===== src/rtl/ccip_arb_pkg.sv =====
// Shared types and helpers for the CCI-P channel arbiters: mdata packing and
// the round-robin search used by rr_grant.
package ccip_arb_pkg;

  localparam int unsigned CL_ADDR_W   = 42;
  localparam int unsigned MDATA_W     = 16;
  localparam int unsigned CL_DATA_W   = 512;
  localparam int unsigned MAX_CLIENTS = 8;

  typedef struct packed {
    logic       found;
    logic [2:0] idx;
  } rr_pick_t;

  // Client id sits in the top id_bits of mdata, the tag fills the rest.
  function automatic logic [MDATA_W-1:0] pack_mdata(
    input logic [2:0]         id,
    input logic [MDATA_W-1:0] tag,
    input int unsigned        id_bits
  );
    logic [MDATA_W-1:0] tag_mask;
    tag_mask   = (16'd1 << (MDATA_W - id_bits)) - 16'd1;
    pack_mdata = (MDATA_W'(id) << (MDATA_W - id_bits)) | (tag & tag_mask);
  endfunction

  function automatic logic [2:0] unpack_id(
    input logic [MDATA_W-1:0] mdata,
    input int unsigned        id_bits
  );
    unpack_id = 3'(mdata >> (MDATA_W - id_bits));
  endfunction

  // First set bit of valid_vec at or after ptr, wrapping within n entries.
  function automatic rr_pick_t find_next_rr(
    input logic [MAX_CLIENTS-1:0] valid_vec,
    input logic [2:0]             ptr,
    input int unsigned            n
  );
    rr_pick_t    r;
    int unsigned j;
    r = '0;
    for (int unsigned k = 0; k < MAX_CLIENTS; k++) begin
      if (k < n && !r.found) begin
        j = (32'(ptr) + k) % n;
        if (valid_vec[j]) begin
          r.found = 1'b1;
          r.idx   = 3'(j);
        end
      end
    end
    find_next_rr = r;
  endfunction

endpackage


===== src/rtl/rr_grant.sv =====
// Parameterized round-robin picker; owns the rotating priority pointer.
module rr_grant
  import ccip_arb_pkg::*;
#(
  parameter int unsigned N = 4,
  localparam int unsigned IW = (N > 1) ? $clog2(N) : 1
) (
  input  logic          clk,
  input  logic          reset,
  input  logic [N-1:0]  req,
  output logic          gnt_valid,
  output logic [IW-1:0] gnt_idx
);

  logic [IW-1:0] rr_ptr;
  rr_pick_t      pick;

  always_comb begin
    pick      = find_next_rr(MAX_CLIENTS'(req), 3'(rr_ptr), N);
    gnt_valid = pick.found;
    gnt_idx   = pick.idx[IW-1:0];
  end

  always_ff @(posedge clk) begin
    if (reset) begin
      rr_ptr <= '0;
    end else if (gnt_valid) begin
      rr_ptr <= (gnt_idx == IW'(N - 1)) ? '0 : gnt_idx + IW'(1);
    end
  end

endmodule


===== src/rtl/ccip_c0_rr_arbiter.sv =====
// CCI-P c0 read-request arbiter: round-robin grant with per-client credits,
// registered issue to MPF, and mdata-routed response return.
module ccip_c0_rr_arbiter
  import ccip_arb_pkg::*;
#(
  parameter int unsigned NUM_CLIENTS     = 4,
  parameter int unsigned ID_BITS         = $clog2(NUM_CLIENTS),
  parameter int unsigned TAG_BITS        = 16 - ID_BITS,
  parameter int unsigned MAX_OUTSTANDING = 64,
  parameter int unsigned CNT_W           = $clog2(MAX_OUTSTANDING + 1)
) (
  input  logic                            clk,
  input  logic                            reset,
  input  logic [NUM_CLIENTS-1:0]          client_rd_valid,
  input  logic [NUM_CLIENTS*42-1:0]       client_rd_addr,
  input  logic [NUM_CLIENTS*TAG_BITS-1:0] client_rd_tag,
  output logic [NUM_CLIENTS-1:0]          client_rd_ready,
  output logic [NUM_CLIENTS-1:0]          client_rsp_valid,
  output logic [511:0]                    client_rsp_data,
  output logic [TAG_BITS-1:0]             client_rsp_tag,
  output logic                            c0_tx_valid,
  output logic [41:0]                     c0_tx_addr,
  output logic [15:0]                     c0_tx_mdata,
  input  logic                            c0_tx_alm_full,
  input  logic                            c0_rx_rd_valid,
  input  logic [511:0]                    c0_rx_data,
  input  logic [15:0]                     c0_rx_mdata,
  output logic [NUM_CLIENTS*CNT_W-1:0]    outstanding,
  output logic                            err_bad_id
);

  logic [CNT_W-1:0]       count [NUM_CLIENTS];
  logic [NUM_CLIENTS-1:0] eligible;
  logic                   gnt_valid;
  logic [ID_BITS-1:0]     gnt_idx;
  logic [CL_ADDR_W-1:0]   sel_addr;
  logic [TAG_BITS-1:0]    sel_tag;
  logic [ID_BITS-1:0]     rx_id;
  logic [NUM_CLIENTS-1:0] rx_hit;
  logic                   rx_bad;

  always_comb begin
    for (int unsigned i = 0; i < NUM_CLIENTS; i++) begin
      eligible[i] = client_rd_valid[i] && (count[i] < CNT_W'(MAX_OUTSTANDING))
                    && !c0_tx_alm_full && !reset;
    end
  end

  rr_grant #(.N(NUM_CLIENTS)) u_rr_grant (
    .clk       (clk),
    .reset     (reset),
    .req       (eligible),
    .gnt_valid (gnt_valid),
    .gnt_idx   (gnt_idx)
  );

  always_comb begin
    client_rd_ready = '0;
    sel_addr        = '0;
    sel_tag         = '0;
    for (int unsigned i = 0; i < NUM_CLIENTS; i++) begin
      if (gnt_idx == ID_BITS'(i)) begin
        client_rd_ready[i] = gnt_valid;
        sel_addr           = client_rd_addr[i*CL_ADDR_W +: CL_ADDR_W];
        sel_tag            = client_rd_tag[i*TAG_BITS +: TAG_BITS];
      end
    end
  end

  // Ids beyond NUM_CLIENTS match no client and are flagged instead of routed.
  always_comb begin
    rx_id = ID_BITS'(unpack_id(c0_rx_mdata, ID_BITS));
    for (int unsigned i = 0; i < NUM_CLIENTS; i++) begin
      rx_hit[i] = c0_rx_rd_valid && (rx_id == ID_BITS'(i));
    end
    rx_bad = c0_rx_rd_valid && !(|rx_hit);
  end

  always_ff @(posedge clk) begin
    if (reset) begin
      c0_tx_valid <= 1'b0;
      c0_tx_addr  <= '0;
      c0_tx_mdata <= '0;
    end else begin
      c0_tx_valid <= gnt_valid;
      if (gnt_valid) begin
        c0_tx_addr  <= sel_addr;
        c0_tx_mdata <= pack_mdata(3'(gnt_idx), MDATA_W'(sel_tag), ID_BITS);
      end
    end
  end

  // A same-cycle grant and response cancel; a lone response saturates at zero.
  always_ff @(posedge clk) begin
    for (int unsigned i = 0; i < NUM_CLIENTS; i++) begin
      if (reset) begin
        count[i] <= '0;
      end else if (client_rd_ready[i] && !rx_hit[i]) begin
        count[i] <= count[i] + CNT_W'(1);
      end else if (!client_rd_ready[i] && rx_hit[i] && count[i] != '0) begin
        count[i] <= count[i] - CNT_W'(1);
      end
    end
  end

  always_ff @(posedge clk) begin
    if (reset) begin
      client_rsp_valid <= '0;
      client_rsp_data  <= '0;
      client_rsp_tag   <= '0;
      err_bad_id       <= 1'b0;
    end else begin
      client_rsp_valid <= rx_hit;
      if (|rx_hit) begin
        client_rsp_data <= c0_rx_data;
        client_rsp_tag  <= c0_rx_mdata[TAG_BITS-1:0];
      end
      if (rx_bad) begin
        err_bad_id <= 1'b1;
      end
    end
  end

  always_comb begin
    outstanding = '0;
    for (int unsigned i = 0; i < NUM_CLIENTS; i++) begin
      outstanding[i*CNT_W +: CNT_W] = count[i];
    end
  end

endmodule


===== config.mk =====
export PLATFORM = sky130hd
export DESIGN_NAME = ccip_c0_rr_arbiter
export DESIGN_NICKNAME = d
export VERILOG_FILES = /design/src/rtl/ccip_arb_pkg.sv /design/src/rtl/rr_grant.sv /design/src/rtl/ccip_c0_rr_arbiter.sv
export SDC_FILE = /design/constraint.sdc
export NUM_CORES = 1
export LEC_CHECK = 0
export CORE_AREA = 2 2 535 537
export CTS_BUF_LIST = sky130_fd_sc_hd__clkbuf_4 sky130_fd_sc_hd__clkbuf_8
export DETAILED_ROUTE_END_ITERATION = 8
export DIE_AREA = 0 0 537 539
export GPL_TIMING_DRIVEN = 0
export SLEW_MARGIN = 20
export SYNTH_ARGS = -nofsm -noshare
export SYNTH_HDL_FRONTEND = slang
export SYNTH_SLANG_ARGS = --single-unit

===== constraint.sdc =====
create_clock -name clk -period 5.3 [get_ports clk]
set_clock_uncertainty 0.15 [all_clocks]
set_input_delay 0.53 -clock clk [delete_from_list [all_inputs] [get_ports clk]]
set_output_delay 0.53 -clock clk [all_outputs]
set_load 0.03 [all_outputs]

==> qor.txt <==
Total Wirelength - 244000 um
# IOs - 1382
initial antenna violation count - 114
TNS Setup - 0 ns
Critical Path AT - 4.28 ns
launching point of the worst reg2reg path - count[1][6]
most frequent cell after synthesis - nor2_1
Max VDD drop - 0.258 mV
layout cell share with drive strength beyond 1 - 0.0712
GR Util met1 - 0.170
Crit Path Class - register to output pin
CTS Buffer Depth - 4
Final Cell Area - 0.0493 mm^2
nets@finish - 5058
clock root buffer - clkbuf_8
PortBufs - 1380
final global-route overflow total - 0
final hold violation count - 0
total clock sinks - 620
Tot Pwr - 14.5 mW
Die Area - 0.289 mm^2
Netlist cell types - 53
M3 GR Usage - 0.111
fin cells - 8188
Max-slew headroom - 0.108
area leader, netlist - dfxtp_1
CTS tree - built
Die Height - 539 um
first-pass GRT wire length - 299000 um
post-synth net total - 3218
RSZ-0062 raised after global routing - false
largest net degree at the start of global routing - 20
worst-margin pin slew - 1.33 ns
number of routed nets with antenna violations - 0
Slew Viols, Final - 0
Critical Path Source Type - register
Routability Congestion - 0.956
hpwl dp - 214000 um
vias in the first global route - 27.4k
outcome - complete, no violations
Hold Slack - 0.123 ns
DR pass1 iterations - 5
EDFF count, synth - 28
Place WS - -0.536 ns
Pleak - 19.0 nW
power density over the cells - 295 mW/mm^2
Clock Pin Slew Worst Setup and Hold Paths - 0.07 ns
dpl cell area - 0.0430 mm^2
Core Rows - 196
DR vias - 27.8k
top area cells in the synthesized netlist - dfxtp_1 (49%), mux2i_1 (22%), nor2_1 (9.5%)
Critical Path RT - 4.62 ns
Vias/cell - 3.39
Synth Register Bits - 620
ys async rst share - 0
Peak Freq - 202 MHz
met2 Usage GRT - 0.250
post-placement cell count - 7591
count of final setup violators - 0
Tmin final - 4.96 ns
Post-route DRC - 0
die width - 537 um
Clock Latency Late Sink - 0.92 ns
busiest grt layer - met2
max-cap violation count - 0
core area - 0.284 mm^2
Initial Util - 0.0855
worst min-delay path class - primary input to register
CTS Buf Count - 124
synthesized cell area - 0.0243 mm^2
post-layout utilization of the core - 0.173
register area share after synthesis - 0.523
Synth Flop Type - dfxtp_1
Gate Count Post-Synth - 2439
Max Fanout on Critical Path - 19
total track usage - 0.160
WL/cell - 29.8 um
CP Launch Point - count[1][6]
Final Cycle Share - 0.936
area grow syn2layout - 103%
Worst Setup End Kind - output pin
hold wc startpoint - c0_rx_data[251]
Synth Warn # - 0
DR iter-0 viols - 2241
share of the synthesized area in the top cell type - 0.488
Post-synth top cells - nor2_1 (615), dfxtp_1 (592), mux2i_1 (526)
Syn Area/Cell - 9.95 um^2
htree depth - 3
final worst slack - 0.339 ns
-- worst max-delay path, cell delays in order, from the launching register on --
cell	delay, ns
edfxtp_1	0.43
buf_12	0.17
nand2b_1	0.14
a221oi_1	0.28
a21oi_1	0.07
or4_1	0.59
inv_1	0.16
ha_2	0.35
clkbuf_8	0.32
and2_1	0.16
clkdlybuf4s50_1	0.67
-- power by group --
| part | leakage, nW | switching [mW] | internal (mW) |
|---|---|---|---|
| clock | 1.49 | 2.46 | 3.22 |
| sequential | 5.18 | 0.225 | 5.00 |
| combinational | 12.3 | 2.09 | 1.53 |
| total | 19.0 | 4.78 | 9.75 |
-- state kept, by name, indices dropped and copies added, names as in the netlist --
signal and count:
client_rsp_data 512, c0_tx_addr 42, count 28, c0_tx_mdata 16
client_rsp_tag 14, client_rsp_valid 4, u_rr_grant.rr_ptr 2, c0_tx_valid 1
err_bad_id 1
-- final timing paths --
kind,to,slack [ns],depth (start not counted)
min reg2reg,err_bad_id,0.32,1
max,client_rd_ready[3],0.34,10
min,client_rsp_data[251],0.12,3
max reg2reg,c0_tx_mdata[5],0.45,15
-- area by class of cell --
cell class | instances | area (um^2)
Timing Repair Buffer | 1716 | 17300
Multi-Input combinational cell | 1609 | 10800
Clock buffer | 195 | 2490
Inverter | 23 | 86.3
Antenna cell | 47 | 118
Buffer | 185 | 773
Sequential cell | 620 | 12700
Clock inverter | 31 | 327
Tap cell | 3762 | 4710
Fill cell | 31408 | 235000
-- placed cells by master (no fill, tap or decap), drive strengths merged, types with 9 or more instances in the layout --
cell,n
edfxtp,28
nand2,24
nor3,124
clkbuf,306
buf,88
diode,47
clkdlybuf4s50,1378
mux2i,526
nand2b,12
nor2b,64
clkinv,22
nor2,615
nand3,11
a21oi,18
a221oi,69
dlygate4sd3,322
dfxtp,592
a211oi,56
inv,24
ha,18
a22oi,9
-- timing repair --
item | CTS | global route
buffers inserted | 3 | 0
pin swaps | 0 | 0
gates resized for setup | 5 | 2
hold buffers | 322 | 0
endpoints found under the hold margin | 322 | 0
cloned | 0 | 0
setup endpoints to repair | 3 | 2
-- layer usage --
layer  vias to the layer above  part of all wire
met3                       387              0.16
met1                     13365              0.37
met4                        22             0.035
met5                         -           0.00061
li1                      12214                 -
met2                      1804              0.43
-- logic make-up after synthesis --
group,share of synthesized area
fa+ha+maj,0.0101
xor+xnor,0.00144
mux,0.219
buf+inv,0.0347
flops,0.523
simple gates,0.152
compound gates,0.0603
Note: power is estimated with default switching activity, not from simulation.
